===== src/rtl/native_port_buffer_if.sv =====
// Native-port and controller user-port signal bundle for native_port_buffer.
// slave is the buffer's view; master is the surrounding environment's view.
interface native_port_buffer_if #(
    parameter int ADDR_WIDTH  = 25,
    parameter int DATA_WIDTH  = 256,
    parameter int RDATA_DEPTH = 8
);
    localparam int BE_WIDTH = DATA_WIDTH / 8;
    localparam int CW       = $clog2(RDATA_DEPTH + 1);

    logic                  native_cmd_valid;
    logic                  native_cmd_ready;
    logic                  native_cmd_payload_we;
    logic [ADDR_WIDTH-1:0] native_cmd_payload_addr;
    logic                  wdata_valid;
    logic                  wdata_ready;
    logic [DATA_WIDTH-1:0] wdata_payload_data;
    logic [BE_WIDTH-1:0]   wdata_payload_we;
    logic                  rdata_valid;
    logic                  rdata_ready;
    logic                  rdata_first;
    logic                  rdata_last;
    logic [DATA_WIDTH-1:0] rdata_payload_data;
    logic                  ctrl_cmd_valid;
    logic                  ctrl_cmd_ready;
    logic                  ctrl_cmd_we;
    logic [ADDR_WIDTH-1:0] ctrl_cmd_addr;
    logic                  ctrl_wdata_valid;
    logic                  ctrl_wdata_ready;
    logic [DATA_WIDTH-1:0] ctrl_wdata_data;
    logic [BE_WIDTH-1:0]   ctrl_wdata_we;
    logic                  ctrl_rdata_valid;
    logic [DATA_WIDTH-1:0] ctrl_rdata_data;
    logic [CW-1:0]         rd_credits;
    logic                  rdata_overflow;

    modport slave (
        input  native_cmd_valid, native_cmd_payload_we, native_cmd_payload_addr,
        output native_cmd_ready,
        input  wdata_valid, wdata_payload_data, wdata_payload_we,
        output wdata_ready,
        output rdata_valid, rdata_first, rdata_last, rdata_payload_data,
        input  rdata_ready,
        output ctrl_cmd_valid, ctrl_cmd_we, ctrl_cmd_addr,
        input  ctrl_cmd_ready,
        output ctrl_wdata_valid, ctrl_wdata_data, ctrl_wdata_we,
        input  ctrl_wdata_ready,
        input  ctrl_rdata_valid, ctrl_rdata_data,
        output rd_credits, rdata_overflow
    );

    modport master (
        output native_cmd_valid, native_cmd_payload_we, native_cmd_payload_addr,
        input  native_cmd_ready,
        output wdata_valid, wdata_payload_data, wdata_payload_we,
        input  wdata_ready,
        input  rdata_valid, rdata_first, rdata_last, rdata_payload_data,
        output rdata_ready,
        input  ctrl_cmd_valid, ctrl_cmd_we, ctrl_cmd_addr,
        output ctrl_cmd_ready,
        input  ctrl_wdata_valid, ctrl_wdata_data, ctrl_wdata_we,
        output ctrl_wdata_ready,
        output ctrl_rdata_valid, ctrl_rdata_data,
        input  rd_credits, rdata_overflow
    );
endinterface


===== src/rtl/native_port_buffer.sv =====
// Command/write/read FIFO decoupling between the native port and the
// LPDDR4 controller, with read-credit gating so read data is never lost.
module npb_fifo #(
    parameter int W     = 8,
    parameter int DEPTH = 4
) (
    input  logic         clk,
    input  logic         rst,
    input  logic         push,
    input  logic         pop,
    input  logic [W-1:0] din,
    output logic [W-1:0] dout,
    output logic         full,
    output logic         empty
);
    localparam int AW = $clog2(DEPTH);

    logic [W-1:0] mem [DEPTH];
    logic [AW:0]  wp;
    logic [AW:0]  rp;

    assign full  = (wp[AW] != rp[AW]) && (wp[AW-1:0] == rp[AW-1:0]);
    assign empty = (wp == rp);
    // Head is forced to zero when empty so idle payloads read as 0
    assign dout  = empty ? '0 : mem[rp[AW-1:0]];

    always_ff @(posedge clk or posedge rst) begin
        if (rst) begin
            wp <= '0;
            rp <= '0;
        end else begin
            if (push && !full)
                wp <= wp + 1'b1;
            if (pop && !empty)
                rp <= rp + 1'b1;
        end
    end

    always_ff @(posedge clk) begin
        if (push && !full)
            mem[wp[AW-1:0]] <= din;
    end
endmodule

module native_port_buffer #(
    parameter int ADDR_WIDTH  = 25,
    parameter int DATA_WIDTH  = 256,
    parameter int CMD_DEPTH   = 4,
    parameter int WDATA_DEPTH = 8,
    parameter int RDATA_DEPTH = 8
) (
    input logic                 clk,
    input logic                 rst,
    native_port_buffer_if.slave bus
);
    localparam int BW = DATA_WIDTH / 8;
    localparam int CW = $clog2(RDATA_DEPTH + 1);

    logic                  up;
    logic                  cmd_full, cmd_empty;
    logic [ADDR_WIDTH:0]   cmd_head;
    logic                  wd_full, wd_empty;
    logic [BW+DATA_WIDTH-1:0] wd_head;
    logic                  rd_full, rd_empty;
    logic [CW-1:0]         credits;
    logic                  ovf;
    logic                  rd_issue, rd_pop;

    // Readies stay low until the first edge after reset release
    always_ff @(posedge clk or posedge rst) begin
        if (rst)
            up <= 1'b0;
        else
            up <= 1'b1;
    end

    assign bus.native_cmd_ready = up && !cmd_full;
    assign bus.wdata_ready      = up && !wd_full;

    npb_fifo #(.W(ADDR_WIDTH + 1), .DEPTH(CMD_DEPTH)) u_cmd (
        .clk   (clk),
        .rst   (rst),
        .push  (bus.native_cmd_valid && bus.native_cmd_ready),
        .pop   (bus.ctrl_cmd_valid && bus.ctrl_cmd_ready),
        .din   ({bus.native_cmd_payload_we, bus.native_cmd_payload_addr}),
        .dout  (cmd_head),
        .full  (cmd_full),
        .empty (cmd_empty)
    );

    // A read at the head waits for a credit and blocks everything behind it
    assign bus.ctrl_cmd_valid = !cmd_empty && (cmd_head[ADDR_WIDTH] || credits != '0);
    assign bus.ctrl_cmd_we    = cmd_head[ADDR_WIDTH];
    assign bus.ctrl_cmd_addr  = cmd_head[ADDR_WIDTH-1:0];

    npb_fifo #(.W(BW + DATA_WIDTH), .DEPTH(WDATA_DEPTH)) u_wd (
        .clk   (clk),
        .rst   (rst),
        .push  (bus.wdata_valid && bus.wdata_ready),
        .pop   (bus.ctrl_wdata_valid && bus.ctrl_wdata_ready),
        .din   ({bus.wdata_payload_we, bus.wdata_payload_data}),
        .dout  (wd_head),
        .full  (wd_full),
        .empty (wd_empty)
    );

    assign bus.ctrl_wdata_valid = !wd_empty;
    assign bus.ctrl_wdata_we    = wd_head[BW+DATA_WIDTH-1:DATA_WIDTH];
    assign bus.ctrl_wdata_data  = wd_head[DATA_WIDTH-1:0];

    npb_fifo #(.W(DATA_WIDTH), .DEPTH(RDATA_DEPTH)) u_rd (
        .clk   (clk),
        .rst   (rst),
        .push  (bus.ctrl_rdata_valid),
        .pop   (rd_pop),
        .din   (bus.ctrl_rdata_data),
        .dout  (bus.rdata_payload_data),
        .full  (rd_full),
        .empty (rd_empty)
    );

    assign bus.rdata_valid = !rd_empty;
    assign bus.rdata_first = 1'b1;
    assign bus.rdata_last  = 1'b1;

    assign rd_issue = bus.ctrl_cmd_valid && bus.ctrl_cmd_ready && !bus.ctrl_cmd_we;
    assign rd_pop   = bus.rdata_valid && bus.rdata_ready;

    // Saturate at the top so unsolicited beats cannot inflate the credits
    always_ff @(posedge clk or posedge rst) begin
        if (rst) begin
            credits <= CW'(RDATA_DEPTH);
        end else if (rd_issue && !rd_pop) begin
            credits <= credits - 1'b1;
        end else if (rd_pop && !rd_issue && credits < CW'(RDATA_DEPTH)) begin
            credits <= credits + 1'b1;
        end
    end

    always_ff @(posedge clk or posedge rst) begin
        if (rst)
            ovf <= 1'b0;
        else if (bus.ctrl_rdata_valid && rd_full)
            ovf <= 1'b1;
    end

    assign bus.rd_credits     = credits;
    assign bus.rdata_overflow = ovf;
endmodule


===== src/flat_wrapper.sv =====
// flat-port wrapper written by rule: the top's interface ports become plain ports
module native_port_buffer_flat 
#(
    parameter int ADDR_WIDTH  = 25,
    parameter int DATA_WIDTH  = 256,
    parameter int CMD_DEPTH   = 4,
    parameter int WDATA_DEPTH = 8,
    parameter int RDATA_DEPTH = 8
)
  (clk, rst, bus_native_cmd_valid, bus_native_cmd_payload_we, bus_native_cmd_payload_addr, bus_native_cmd_ready, bus_wdata_valid, bus_wdata_payload_data, bus_wdata_payload_we, bus_wdata_ready, bus_rdata_valid, bus_rdata_first, bus_rdata_last, bus_rdata_payload_data, bus_rdata_ready, bus_ctrl_cmd_valid, bus_ctrl_cmd_we, bus_ctrl_cmd_addr, bus_ctrl_cmd_ready, bus_ctrl_wdata_valid, bus_ctrl_wdata_data, bus_ctrl_wdata_we, bus_ctrl_wdata_ready, bus_ctrl_rdata_valid, bus_ctrl_rdata_data, bus_rd_credits, bus_rdata_overflow);
  native_port_buffer_if #(.ADDR_WIDTH(ADDR_WIDTH), .DATA_WIDTH(DATA_WIDTH), .RDATA_DEPTH(RDATA_DEPTH)) bus_i ();
  input logic clk;
  input logic rst;
  input wire logic [$bits(bus_i.native_cmd_valid)-1:0] bus_native_cmd_valid;
  input wire logic [$bits(bus_i.native_cmd_payload_we)-1:0] bus_native_cmd_payload_we;
  input wire logic [$bits(bus_i.native_cmd_payload_addr)-1:0] bus_native_cmd_payload_addr;
  output wire logic [$bits(bus_i.native_cmd_ready)-1:0] bus_native_cmd_ready;
  input wire logic [$bits(bus_i.wdata_valid)-1:0] bus_wdata_valid;
  input wire logic [$bits(bus_i.wdata_payload_data)-1:0] bus_wdata_payload_data;
  input wire logic [$bits(bus_i.wdata_payload_we)-1:0] bus_wdata_payload_we;
  output wire logic [$bits(bus_i.wdata_ready)-1:0] bus_wdata_ready;
  output wire logic [$bits(bus_i.rdata_valid)-1:0] bus_rdata_valid;
  output wire logic [$bits(bus_i.rdata_first)-1:0] bus_rdata_first;
  output wire logic [$bits(bus_i.rdata_last)-1:0] bus_rdata_last;
  output wire logic [$bits(bus_i.rdata_payload_data)-1:0] bus_rdata_payload_data;
  input wire logic [$bits(bus_i.rdata_ready)-1:0] bus_rdata_ready;
  output wire logic [$bits(bus_i.ctrl_cmd_valid)-1:0] bus_ctrl_cmd_valid;
  output wire logic [$bits(bus_i.ctrl_cmd_we)-1:0] bus_ctrl_cmd_we;
  output wire logic [$bits(bus_i.ctrl_cmd_addr)-1:0] bus_ctrl_cmd_addr;
  input wire logic [$bits(bus_i.ctrl_cmd_ready)-1:0] bus_ctrl_cmd_ready;
  output wire logic [$bits(bus_i.ctrl_wdata_valid)-1:0] bus_ctrl_wdata_valid;
  output wire logic [$bits(bus_i.ctrl_wdata_data)-1:0] bus_ctrl_wdata_data;
  output wire logic [$bits(bus_i.ctrl_wdata_we)-1:0] bus_ctrl_wdata_we;
  input wire logic [$bits(bus_i.ctrl_wdata_ready)-1:0] bus_ctrl_wdata_ready;
  input wire logic [$bits(bus_i.ctrl_rdata_valid)-1:0] bus_ctrl_rdata_valid;
  input wire logic [$bits(bus_i.ctrl_rdata_data)-1:0] bus_ctrl_rdata_data;
  output wire logic [$bits(bus_i.rd_credits)-1:0] bus_rd_credits;
  output wire logic [$bits(bus_i.rdata_overflow)-1:0] bus_rdata_overflow;
  assign bus_i.native_cmd_valid = bus_native_cmd_valid;
  assign bus_i.native_cmd_payload_we = bus_native_cmd_payload_we;
  assign bus_i.native_cmd_payload_addr = bus_native_cmd_payload_addr;
  assign bus_native_cmd_ready = bus_i.native_cmd_ready;
  assign bus_i.wdata_valid = bus_wdata_valid;
  assign bus_i.wdata_payload_data = bus_wdata_payload_data;
  assign bus_i.wdata_payload_we = bus_wdata_payload_we;
  assign bus_wdata_ready = bus_i.wdata_ready;
  assign bus_rdata_valid = bus_i.rdata_valid;
  assign bus_rdata_first = bus_i.rdata_first;
  assign bus_rdata_last = bus_i.rdata_last;
  assign bus_rdata_payload_data = bus_i.rdata_payload_data;
  assign bus_i.rdata_ready = bus_rdata_ready;
  assign bus_ctrl_cmd_valid = bus_i.ctrl_cmd_valid;
  assign bus_ctrl_cmd_we = bus_i.ctrl_cmd_we;
  assign bus_ctrl_cmd_addr = bus_i.ctrl_cmd_addr;
  assign bus_i.ctrl_cmd_ready = bus_ctrl_cmd_ready;
  assign bus_ctrl_wdata_valid = bus_i.ctrl_wdata_valid;
  assign bus_ctrl_wdata_data = bus_i.ctrl_wdata_data;
  assign bus_ctrl_wdata_we = bus_i.ctrl_wdata_we;
  assign bus_i.ctrl_wdata_ready = bus_ctrl_wdata_ready;
  assign bus_i.ctrl_rdata_valid = bus_ctrl_rdata_valid;
  assign bus_i.ctrl_rdata_data = bus_ctrl_rdata_data;
  assign bus_rd_credits = bus_i.rd_credits;
  assign bus_rdata_overflow = bus_i.rdata_overflow;
  native_port_buffer #(.ADDR_WIDTH(ADDR_WIDTH), .DATA_WIDTH(DATA_WIDTH), .CMD_DEPTH(CMD_DEPTH), .WDATA_DEPTH(WDATA_DEPTH), .RDATA_DEPTH(RDATA_DEPTH)) u_core (.clk(clk), .rst(rst), .bus(bus_i));
endmodule

===== config.mk =====
export PLATFORM = sky130hd
export DESIGN_NAME = native_port_buffer_flat
export DESIGN_NICKNAME = d
export VERILOG_FILES = /design/src/rtl/native_port_buffer_if.sv /design/src/rtl/native_port_buffer.sv /design/src/flat_wrapper.sv
export SDC_FILE = /design/constraint.sdc
export NUM_CORES = 2
export LEC_CHECK = 0
export BUFFER_PORTS_ARGS = -buffer_cell sky130_fd_sc_hd__buf_2
export CAP_MARGIN = 20
export CORE_MARGIN = 2
export CORE_UTILIZATION = 35
export DETAILED_ROUTE_END_ITERATION = 10
export PLACE_DENSITY_LB_ADDON = 0.08
export REMOVE_ABC_BUFFERS = 1
export SYNTH_ARGS = -nofsm -noshare
export SYNTH_HDL_FRONTEND = slang
export SYNTH_MEMORY_MAX_BITS = 65536
export SYNTH_SLANG_ARGS = --single-unit

===== constraint.sdc =====
create_clock -name clk -period 32.2 [get_ports clk]
set_clock_uncertainty 0.2 [all_clocks]
set_input_delay 3.22 -clock clk [delete_from_list [all_inputs] [get_ports clk]]
set_output_delay 3.22 -clock clk [all_outputs]
set_load 0.01 [all_outputs]

==> results.yml <==
die:
  num_rows: 255
  coreArea_um2: 482700
  die_area_um2: 490700
  io_pins: 1160
  die_x_um: 700.5
  die_h_um: 700.5
  initial_core_util_pct: 35.17
power_and_ir_drop:
  p_leak_nw: 65.58
  vdd_drop_max_v: 0.00007426
  p_per_area_nw_per_um2: 95.63
yosys:
  synth_edf_count: 4456
  synth.yosys.seq_area_share_pct: 79.23
  ys.flop_type: "edfxtp_1"
  synthesis.instances: 7223
  ys_async_sr_fraction_pct: 0.6244
  syn-cell-area_um2: 169800
  avgSynthCellArea_um2: 23.51
  post-synth-top-area-fraction_pct: 78.81
  synth_warnings: 0
  synth-seq-cells: 4484
  yosysTopAreaCell: "edfxtp_1"
  ys_top_cells_by_area: "edfxtp_1 79%, mux4_2 15%, mux2i_1 3.2%, nor2_1 1.2%, clkbuf_1 0.44%"
  ys_types: 41
cells_and_area:
  multi_input_area_um2: 33800
  register_area_um2: 134500
  syn2layout_area_growth_pct: 17.35
  layout-drive-gt1-share_pct: 34.47
  nNetsFinal: 9242
  fillers: 42380
global_routing:
  grt_overflow: 0
  grt_start_max_net_pins: 143
  grt_pass1_vias: 82640
  antenna_found_initial: 288
  grt_pass1_wl_mm: 641.4
  track_usage_pct: 18.17
drt:
  dr.pass1.iters: 5
  via_per_inst: 5.074
  routed_wl_mm: 456.1
  drcViolationCount: 0
  drtIter0Drc: 6393
  num_vias: 79020
  antenna_left: 0
  wl_per_cell_um: 29.28
placed_design:
  portBuffers: 1157
  dp_hpwl_mm: 265.1
  place_congestion: 0.7383
  place_ws_ns: 22.67
run_status:
  status: "finished clean"
sta:
  grt_setup_unrepaired: "no"
  tns_ns: 0
  slew_viol_final: 0
  worst_slack_ns: 21.90
  whs_ns: 0.2922
  max_clock_freq_ghz: 0.09712
  timing.final.crit_share_pct: 31.98
  hold_viol_final: 0
  worst_pin_slew_ns: 1.211
  relSlewSlack_pct: 19.24
  fin_crit_ns: 10.30
  setup_viol: 0
clock_tree:
  cts_buffer_depth: 4
  cts_resized: 0
  cts_setup_buffers: 0
  clockRootBuffer: "clkbuf_16"
  cts.htree.levels: 5
  cts_tree: "built"
  cts_hold_buf: 0
  clkSinkCount: 4484
  cts.clk_slew.worst_paths_ns: 0.06
  cts_made_buffers: 485
  clk_latency_ns: 0.99
worst_setup_path:
  worstPathMaxFanout: 43
  critPathRequiredTime_ns: 28.78
  cp-end-kind: "output port"
  arrival_ns: 6.88
  crit_type: "flop to output port"
  crit_path_start_kind: "flop"
worst_hold_path:
  hold_class: "flop to flop"
run:
  cap_violations: 0
-- area by class of cell --
type / instances / share of cell area, %
Sequential cell: 4484 / 67.53
Multi-Input combinational cell: 2351 / 16.96
Clock buffer: 603 / 6.340
Tap cell: 6425 / 4.035
Timing Repair Buffer: 1318 / 3.628
Clock inverter: 302 / 1.384
Antenna cell: 80 / 0.1005
Inverter: 12 / 0.02261
-- placed cells by master (no fill, tap or decap), drive strengths merged, types with 27 or more instances in the layout --
cell type / instances
buf: 1318
bufinv: 35
clkbuf: 603
clkinv: 242
dfrtp: 27
diode: 80
edfxtp: 4456
mux2i: 544
mux4: 1114
nor2: 559
nor2b: 27
-- per-stage QoR --
stage                     instance area (um2)  util (%)  std cells  total power (W)
after global routing                   199100     41.24      15510          0.01998
after floorplan                        168200         -       6847          0.01430
after detailed placement               183600     38.04      14590          0.01404
after global placement                 183600     38.04      14590          0.01401
final                                  199200     41.27      15580          0.01905
after CTS                              199000     41.23      15490          0.01946
-- worst max-delay path: stages (launching register included) --
cell and delay, ns:
dfrtp_4 0.84, buf_4 0.68, buf_4 0.68, buf_4 0.83, buf_4 0.64, buf_4 0.78, mux4_2 0.60, mux2i_1 0.31
nor2_1 0.07, buf_2 0.17
-- worst paths after layout --
kind	from	endpoint	slack, ns	depth (start not counted)
setup / recovery	u_core.u_rd.rp[0]$_DFFE_PP0P_	bus_rdata_payload_data[84]	21.90	9
hold / removal	u_core.u_cmd.wp[2]$_DFFE_PP0P_	u_core.u_cmd.wp[2]$_DFFE_PP0P_	0.29	1
setup reg to reg	u_core.u_rd.rp[1]$_DFFE_PP0P_	u_core.u_rd.mem[6][202]$_DFFE_PP_	26.05	8
hold reg to reg	u_core.u_cmd.wp[2]$_DFFE_PP0P_	u_core.u_cmd.wp[2]$_DFFE_PP0P_	0.29	1
max in group asynchronous	rst	u_core.u_wd.rp[2]$_DFFE_PP0P_	29.27	3
min in group asynchronous	rst	u_core.bus.rd_credits[2]$_DFFE_PP0P_	2.14	3
-- power by group --
group	switching, W	internal [W]
sequential	0.000208	0.00715
combinational	0.00387	0.00246
clock	0.00230	0.00306
-- flip-flops by register name, summed over array words and instances, names as in the netlist, 4 cells and up --
name,cells
u_core.u_cmd.mem,104
u_core.u_wd.mem,2304
u_core.u_rd.wp,4
u_core.u_rd.rp,4
u_core.u_wd.rp,4
u_core.u_rd.mem,2048
u_core.u_wd.wp,4
u_core.bus.rd_credits,4
-- kinds of logic (layout without fill, tap and decap cells) --
kind of cell / after synthesis / in the layout / share of synthesized area (%)
XOR/XNOR: 30 / 30 / 0.1548
multiplexers: 1665 / 1665 / 18.04
buffers and inverters: 390 / 2235 / 0.9470
AO/OA/AOI/OAI: 11 / 11 / 0.06191
flip-flops: 4484 / 4484 / 79.23
other: 1 / 83 / 0.002209
AND/OR/NAND/NOR: 630 / 630 / 1.474
adder cells (fa/ha/maj): 12 / 12 / 0.09286
-- metal layers --
metal	vias up	global-route usage [%]	part of all wire [%]
li1	33360	-	-
met1	42490	23.80	41
met2	2203	29.72	48
met3	844	5.726	8.2
met4	126	3.983	2.3
met5	-	0	0.17
-- synth_stat cells, types with 2 or more instances --
cell type,instances
xnor2_1,19
mux4_1,3
buf_1,75
nor3_1,8
xor2_1,11
edfxtp_1,4456
dfrtp_1,27
nand3_1,7
and3_1,6
or4_1,2
buf_4,2
nand2b_1,5
mux2_2,6
a21o_1,2
nor2_1,559
ha_1,11
buf_2,103
clkbuf_1,197
nor2b_1,27
mux2i_1,544
mux4_2,1111
nand2_1,12
inv_1,12
Note: power is estimated with default switching activity, not from simulation.
